`src/rtl/ahbl_splitter_burst.sv`:
```
// AHB-Lite 1:N address-decoding splitter with a two-cycle decode-error responder and a
// saturating error counter. Define AHBL_SPLITTER_BURST_LOCK_EN to pin SEQ/BUSY beats to the NONSEQ decode.
module ahbl_splitter_burst #(
  parameter int                          N_PORTS   = 2,
  parameter int                          W_ADDR    = 32,
  parameter int                          W_DATA    = 32,
  parameter logic [N_PORTS*W_ADDR-1:0]   ADDR_MAP  = 64'h20000000_00000000,
  parameter logic [N_PORTS*W_ADDR-1:0]   ADDR_MASK = 64'hf0000000_f0000000,
  parameter logic [N_PORTS-1:0]          CONN_MASK = '1,
  parameter int                          W_ERRCNT  = 8
) (
  input  logic                          clk,
  input  logic                          rst,
  input  logic                          src_hready,
  output logic                          src_hready_resp,
  output logic                          src_hresp,
  input  logic [W_ADDR-1:0]             src_haddr,
  input  logic                          src_hwrite,
  input  logic [1:0]                    src_htrans,
  input  logic [2:0]                    src_hsize,
  input  logic [2:0]                    src_hburst,
  input  logic [3:0]                    src_hprot,
  input  logic                          src_hmastlock,
  input  logic [W_DATA-1:0]             src_hwdata,
  output logic [W_DATA-1:0]             src_hrdata,
  output logic [N_PORTS-1:0]            dst_hready,
  input  logic [N_PORTS-1:0]            dst_hready_resp,
  input  logic [N_PORTS-1:0]            dst_hresp,
  output logic [N_PORTS*W_ADDR-1:0]     dst_haddr,
  output logic [N_PORTS-1:0]            dst_hwrite,
  output logic [2*N_PORTS-1:0]          dst_htrans,
  output logic [3*N_PORTS-1:0]          dst_hsize,
  output logic [3*N_PORTS-1:0]          dst_hburst,
  output logic [4*N_PORTS-1:0]          dst_hprot,
  output logic [N_PORTS-1:0]            dst_hmastlock,
  output logic [N_PORTS*W_DATA-1:0]     dst_hwdata,
  input  logic [N_PORTS*W_DATA-1:0]     dst_hrdata,
  output logic [W_ERRCNT-1:0]           err_count,
  input  logic                          err_clr,
  output logic [1:0]                    dbg_state_o
);

  // Handshake: an address-phase beat (src_htrans != IDLE) is accepted on a rising edge with
  // src_hready=1; its data phase ends on the first edge where src_hready_resp=1.

  typedef enum logic [1:0] {ST_OK = 2'd0, ST_ERR1 = 2'd1, ST_ERR2 = 2'd2} state_t;

  localparam logic [1:0] HTRANS_IDLE   = 2'b00;
  localparam logic [1:0] HTRANS_BUSY   = 2'b01;
  localparam logic [1:0] HTRANS_NONSEQ = 2'b10;
  localparam logic [1:0] HTRANS_SEQ    = 2'b11;

  state_t               state_q, state_d;
  logic [N_PORTS-1:0]   dsel_q, dsel_d;
  logic [W_ERRCNT-1:0]  err_cnt_q, err_cnt_d;
  logic [N_PORTS-1:0]   dec_sel, eff_sel;
  logic                 dec_err, eff_err, err_inc;

  // Unconnected ports are masked out here, so "no hit" covers both unmapped and unconnected.
  always_comb begin
    dec_sel = '0;
    for (int i = 0; i < N_PORTS; i++) begin
      if (((src_haddr ^ ADDR_MAP[i*W_ADDR +: W_ADDR]) & ADDR_MASK[i*W_ADDR +: W_ADDR]) == '0)
        dec_sel[i] = CONN_MASK[i];
    end
    if (src_htrans == HTRANS_IDLE) dec_sel = '0;
    dec_err = (src_htrans != HTRANS_IDLE) && (dec_sel == '0);
  end

`ifdef AHBL_SPLITTER_BURST_LOCK_EN
  logic [N_PORTS-1:0] lock_sel_q, lock_sel_d;
  logic               lock_err_q, lock_err_d;
  logic               in_burst;

  always_comb begin
    lock_sel_d = lock_sel_q;
    lock_err_d = lock_err_q;
    if (src_hready) begin
      if (src_htrans == HTRANS_NONSEQ) begin
        lock_sel_d = dec_sel;
        lock_err_d = dec_err;
      end else if (src_htrans == HTRANS_IDLE) begin
        lock_sel_d = '0;
        lock_err_d = 1'b0;
      end
    end
    in_burst = (src_htrans == HTRANS_SEQ) || (src_htrans == HTRANS_BUSY);
    eff_sel  = in_burst ? lock_sel_q : dec_sel;
    eff_err  = in_burst ? lock_err_q : dec_err;
  end

  always_ff @(posedge clk or posedge rst) begin
    if (rst) begin
      lock_sel_q <= '0;
      lock_err_q <= 1'b0;
    end else begin
      lock_sel_q <= lock_sel_d;
      lock_err_q <= lock_err_d;
    end
  end
`else
  always_comb begin
    eff_sel = dec_sel;
    eff_err = dec_err;
  end
`endif

  always_comb begin
    state_d = state_q;
    case (state_q)
      ST_OK:   if (src_hready && eff_err) state_d = ST_ERR1;
      ST_ERR1: state_d = ST_ERR2;
      ST_ERR2: state_d = (src_hready && eff_err) ? ST_ERR1 : ST_OK;
      default: state_d = ST_OK;
    endcase
  end

  always_comb begin
    dsel_d  = src_hready ? eff_sel : dsel_q;
    err_inc = (state_d == ST_ERR1) && (state_q != ST_ERR1);
    err_cnt_d = err_cnt_q;
    if (err_clr)
      err_cnt_d = W_ERRCNT'(err_inc);
    else if (err_inc && (err_cnt_q != '1))
      err_cnt_d = err_cnt_q + 1'b1;
  end

  always_ff @(posedge clk or posedge rst) begin
    if (rst) begin
      state_q   <= ST_OK;
      dsel_q    <= '0;
      err_cnt_q <= '0;
    end else begin
      state_q   <= state_d;
      dsel_q    <= dsel_d;
      err_cnt_q <= err_cnt_d;
    end
  end

  // Response path is driven only by registered data-phase state and slave inputs.
  always_comb begin
    src_hready_resp = 1'b1;
    src_hresp       = 1'b0;
    src_hrdata      = '0;
    case (state_q)
      ST_ERR1: begin
        src_hready_resp = 1'b0;
        src_hresp       = 1'b1;
      end
      ST_ERR2: begin
        src_hready_resp = 1'b1;
        src_hresp       = 1'b1;
      end
      default: begin
        if (dsel_q != '0) begin
          src_hready_resp = |(dsel_q & dst_hready_resp);
          src_hresp       = |(dsel_q & dst_hresp);
          for (int i = 0; i < N_PORTS; i++)
            src_hrdata = src_hrdata | (dst_hrdata[i*W_DATA +: W_DATA] & {W_DATA{dsel_q[i]}});
        end
      end
    endcase
  end

  always_comb begin
    dst_htrans = '0;
    for (int i = 0; i < N_PORTS; i++)
      dst_htrans[2*i +: 2] = eff_sel[i] ? src_htrans : HTRANS_IDLE;
  end

  assign dst_hready    = {N_PORTS{src_hready}};
  assign dst_haddr     = {N_PORTS{src_haddr}};
  assign dst_hwrite    = {N_PORTS{src_hwrite}};
  assign dst_hsize     = {N_PORTS{src_hsize}};
  assign dst_hburst    = {N_PORTS{src_hburst}};
  assign dst_hprot     = {N_PORTS{src_hprot}};
  assign dst_hmastlock = {N_PORTS{src_hmastlock}};
  assign dst_hwdata    = {N_PORTS{src_hwdata}};
  assign err_count     = err_cnt_q;
  assign dbg_state_o   = state_q;

endmodule

```
`config.mk`:
```
export PLATFORM = sky130hd
export DESIGN_NAME = ahbl_splitter_burst
export DESIGN_NICKNAME = d
export VERILOG_FILES = /design/src/rtl/ahbl_splitter_burst.sv
export SDC_FILE = /design/constraint.sdc
export NUM_CORES = 1
export LEC_CHECK = 0
export ABC_AREA = 1
export CAP_MARGIN = 30
export CORE_AREA = 5 5 133 135
export DETAILED_ROUTE_END_ITERATION = 7
export DIE_AREA = 0 0 138 140
export PLACE_DENSITY = 0.63
export SLEW_MARGIN = 20
export SYNTH_ARGS = -nofsm -noshare
export SYNTH_HDL_FRONTEND = slang
export SYNTH_SLANG_ARGS = --single-unit
```
`constraint.sdc`:
```
create_clock -name clk -period 1.69 [get_ports clk]
set_input_delay 0.4225 -clock clk [delete_from_list [all_inputs] [get_ports clk]]
set_output_delay 0.4225 -clock clk [all_outputs]
set_load 0.01 [all_outputs]
```
Word-level counts from Yosys, hierarchy flattened

Index checks and enable logic that the tools add are counted.
W data, S select, Z words.

Bits in registers: 12
Bits of input ports: 150
Output and inout port bits: 202
Logic and storage cells: 46

Add/subtract/negate cells: 1
Equal/unequal tests: 5
Mux-type cells: 16
Bitwise logic cells: 6
Reductions and logical operators: 15

Operators with widths:

| cell                  | number |
|---|---|
| $and A32 B32 Y32      | 2 |
| $logic_not A32 Y1     | 2 |
| $mux W32              | 2 |
| $or A32 B32 Y32       | 1 |
| $mux W8               | 2 |
| $add A8 B1 Y8 const B | 1 |
| $mux W2               | 4 |
| $ne A8 B8 Y1 const B  | 1 |
| $logic_not A2 Y1      | 3 |
| $mux W1               | 6 |
| $pmux W2 S3           | 1 |
| $reduce_bool A2 Y1    | 3 |
| $reduce_or A2 Y1      | 3 |
| $and A2 B2 Y2         | 2 |
| $eq A2 B1 Y1 const B  | 2 |
| $logic_and A1 B1 Y1   | 4 |
| $eq A2 B2 Y1 const B  | 1 |
| $ne A2 B1 Y1 const B  | 1 |
| $pmux W1 S2           | 1 |
| $not A1 Y1            | 1 |

Longest topological paths before layout

Depth in word-level cells: 14
Mapped depth: 8
Mapped depth without buffers: 8

Least setup slack after synthesis

OpenSTA, ideal clock, no wires.

Kind: register to output
From: register state_q[0], in the netlist dbg_state_o[0]
To: output src_hrdata[10]
Data arrival time: 1.416 ns
Data required time: 1.267 ns
Setup slack: -0.148 ns
Stages on the path, launching flop included: 6
Path through: dfrtp_1 -> inv_1 -> ha_1 -> clkbuf_1 -> clkbuf_1 -> a21oi_1

Word-level cells in the longest chain between the ends: 3
Elaborated cells on any way between the ends: 4
Those cells by class: 2 x eq/ne; 1 x mux; 1 x reduce/logical

RTL lines:

| what                                                | RTL line | RTL |
|---|---|---|
| start: declaration                                  | 53       | `state_t state_q, state_d;` |
| start signal: assignment                            | 134      | `state_q <= state_d;` |
| $eq A2 B2 Y1 / $eq A2 B1 Y1 (equally long branches) | 145      | `case (state_q)` |
| $reduce_or A2 Y1 (no line) (*)                      | --       |  |
| $mux W32 (*)                                        | 145      |  |
| end: declaration                                    | 25       | `output logic [W_DATA-1:0] src_hrdata,` |

Mark *: on every way between the ends. The rest lies on a longest branch, timed or not.

Worst setup path in the final report

From: register state_q[0], in the netlist dbg_state_o[0]
To: output src_hrdata[15]

Same word-level chain as after synthesis.

==> summary by stage <==
Outcome
The flow ran to the end, but the final reports show violations. The checks that failed: setup timing.

STA
At the pin with the least slew margin, the transition time is 0.500 ns. The count of final hold-check violations is 0. The worst-case headroom to the max-slew limit is 0.666. Across all setup checks in the final design, the least slack found is -0.237 ns. In the final timing run, aggregate negative setup slack is -5.55 ns.

In the finished design, the share of the clock period the worst path needs comes to 1.14. The number of pins exceeding their max-slew limit in the final report is 0. Setup repair after global routing could not meet its margin everywhere. Based on the critical path, the design can be clocked at up to 519 MHz. The smallest hold slack is 0.518 ns. The worst setup skew after layout is 0.00200 ns. For the finished layout, the period the worst path requires is 1.93 ns. The final setup violation count is 33.

Floorplan
The die width is 138 µm. For this configuration, the core starts out at a cell density of 0.152. The standard-cell row count is 47. The area of the core region is 0.0163 mm².

The number of top-level pins is 352. The floorplan step set the die height to 140 µm. The die area is 0.0193 mm².

Synth
Measured against the total synthesized area, the mux share comes to 0. The cell type with the largest total area after synthesis is sky130_fd_sc_hd__buf_4. The dominant cell by count in the synthesized netlist is sky130_fd_sc_hd__buf_4.

The cell area after technology mapping is 0.00249 mm². The share of async-settable or async-resettable flops after synthesis is 1.00. The post-synthesis simple-gate area fraction is 0.247.

By area the synthesized netlist is led by sky130_fd_sc_hd__buf_4 (46%), sky130_fd_sc_hd__nand2_1 (14%), sky130_fd_sc_hd__dfrtp_1 (12%), sky130_fd_sc_hd__a21oi_1 (6.8%), sky130_fd_sc_hd__ha_1 (3.0%). The share of the synthesized netlist area taken by xor and xnor gates is 0.00352. Among all flip-flop cells after synthesis, the most frequent one is sky130_fd_sc_hd__dfrtp_1. Yosys mapped a number of flops with a built-in enable equal to 0. By count the netlist is led by sky130_fd_sc_hd__buf_4 (154), sky130_fd_sc_hd__nand2_1 (93), sky130_fd_sc_hd__a21oi_1 (34). Synthesis produced a netlist with a net count of 535. The register bit count reported by yosys is 12. Synthesis produced a netlist whose cell count is 379. Of the total synthesized cell area, the portion taken by full adders, half adders and majority gates is 0.0302. The portion of synthesized cell area occupied by the leading cell type is 0.465. The proportion of synthesized chip area in sequential cells is 0.121. The average footprint of a synthesized cell is 6.56 µm². The fraction of the mapped netlist area in compound gates was 0.0850.

For this run, the number of Yosys warnings is 0. The main combinational cell family by area after synthesis is buffers and inverters. The number of distinct library cells after synthesis is 30.

Place
At the end of routability-driven placement, the weighted congestion stood at 0.808. After detailed placement, the total cell area comes to 0.00333 mm². Buffers placed on the I/O ports in this run total 135. The estimated wirelength of the detail-placed design is 7.22 mm. Including well taps, the total number of placed cells is 599. Timing analysis after detailed placement gives a worst setup slack of -0.818 ns.

Routing
Using the TritonRoute via totals, the vias-per-cell ratio works out to 3.74. The detailed router finished its first iteration with 39 violations. After detailed routing, the number of remaining DRC violations is 0. Across all layers, the routed design uses 2,347 vias. The total iterations of the first detailed-routing run is 4. After detailed routing, the average wire length per cell comes to 15.6 µm. The total wirelength of the detailed-routed design is 9.81 mm. The detail route stage leaves a number of antenna-violating nets equal to 0.

CTS
The cell at the root of the clock tree is sky130_fd_sc_hd__clkbuf_16. The number of sinks on the clock net is 12. The CTS clock-pin slew for the worst setup and hold paths is 0.05 ns. The later pin in the worst-skew pair is clocked with a latency of 0.24 ns. In this run, CTS created clock tree buffers numbering 3.

The longest clock path from root to sink contains 2 buffers. In this run the number of H-tree levels came out at 1. The TritonCTS clock tree is built.

Min path
The worst hold path belongs to the class input port to asynchronous set/reset pin.

Power and ir drop
The share of total power in the clock network is 0.162. In this run the static leakage power is 1.51 nW. Internal power comes to 1.78 mW. The part of the total power dissipated in combinational logic is 0.711. Of the total power, the share spent switching nets is 0.415.

Dividing total power by cell area gives a power density of 832 mW/mm². The worst supply voltage drop on vdd is 0.000455 V. The overall power consumption is 3.04 mW. In this run the power spent charging and discharging nets is 1.26 mW. The sequential power share is 0.127.

Cells and area
The number of antenna diodes is 0. The share of layout cells above drive strength 1 is 0.405. Measured on the finished design, the core utilization comes to 0.223. The final non-filler cell total is 627. The post-route cell area is 0.00365 mm². At the end of the flow, the number of nets in the layout was 564. Relative to the synthesized area, the layout overhead comes to 46.9%.

Worst setup path
The worst path required time is 1.27 ns. The sort of element at the end of the critical path is an output pin. The arrival time reported for the critical path endpoint is 1.50 ns. In this run the worst path has a maximum fanout of 10.

The element type at the critical path start is a flop. By startpoint and endpoint, the worst setup path is classified as flop to output pin. The minimum setup slack among reg-to-reg paths is 0.06 ns.

Flow run
The number of max-cap violations is 0.

Global route
The pin count of the biggest net entering global routing is 17. Summed over all layers, the global routing overflow is 0. The overall routing resource usage is 0.0926. The first global-routing pass estimated 14.4 mm of wire. The via count of the first global-routing pass is 2,543. The number of antenna violations at the first check in global routing is 0.
==> cell families after synthesis <==
kind of cell    Yosys count
compound gates           40
xor+xnor                  1
fa+ha+maj                 6
buf+inv                 181
flops                    12
simple gates            139
==> flip-flops by register name, summed over array words and instances, names as in the netlist <==
signal       count
dbg_state_o      2
dsel_q           2
err_count        8
==> power groups by stage <==
stage / Clock (mW) / Combinational (mW) / Sequential (mW)
floorplan: 0 / 1.22 / 0.411
global placement: 0 / 1.77 / 0.382
detailed placement: 0 / 1.79 / 0.385
CTS: 0.507 / 2.16 / 0.383
global route: 0.526 / 2.35 / 0.390
finish: 0.492 / 2.16 / 0.385
==> area by class of cell <==
cell class | instances | area, µm²
Fill cell | 1856 | 12700
Sequential cell | 12 | 307
Multi-Input combinational cell | 187 | 1160
Clock buffer | 4 | 88.8
Tap cell | 220 | 275
Inverter | 13 | 48.8
Timing Repair Buffer | 191 | 1780
==> cells in the final DEF (no fill, tap or decap), drive strengths merged <==
| master | n |
|---|---|
| a21boi | 1 |
| a21oi | 34 |
| a221o | 1 |
| a31oi | 1 |
| buf | 93 |
| bufbuf | 1 |
| clkbuf | 8 |
| clkdlybuf4s50 | 78 |
| dfrtp | 12 |
| dlygate4sd2 | 14 |
| dlymetal6s2s | 1 |
| ha | 6 |
| inv | 13 |
| nand2 | 95 |
| nand3 | 13 |
| nand3b | 1 |
| nand4 | 5 |
| nor2 | 19 |
| nor3 | 2 |
| nor3b | 3 |
| o21ai | 2 |
| o21bai | 1 |
| or2 | 2 |
| xor2 | 1 |
==> per-layer routing <==
metal  vias up  track usage  routed length [µm]
met5         -       0.0100                  26
met4         2       0.0276                 282
met3        34       0.0668                1450
met2       213        0.146                4230
met1      1004       0.0981                3830
li1       1094            -                   -
==> path summary, 6_finish.rpt <==
check                               start              to  depth (start not counted)
min in group clk             err_count[3]    err_count[3]                          2
hold reg to reg              err_count[3]    err_count[3]                          2
setup / recovery           dbg_state_o[0]  src_hrdata[15]                          6
max in group asynchronous             rst    err_count[3]                          2
setup reg to reg           dbg_state_o[1]    err_count[5]                          8
hold / removal                        rst    err_count[2]                          2
==> worst max-delay path, stage by stage (launching register included) <==
cell and delay (ns):
sky130_fd_sc_hd__dfrtp_2 0.40, sky130_fd_sc_hd__inv_2 0.08, sky130_fd_sc_hd__ha_4 0.23, sky130_fd_sc_hd__buf_6 0.14
sky130_fd_sc_hd__buf_12 0.15, sky130_fd_sc_hd__a21oi_4 0.14, sky130_fd_sc_hd__buf_6 0.12
==> repair_timing <==
item,in CTS,in global routing
endpoints found under the hold margin,0,0
cloned,3,2
hold buffers,0,0
pin swaps,10,12
setup buffers,20,3
resized for setup,205,20
endpoints found under the setup margin,57,48
Note: power is estimated with default switching activity, not from simulation.
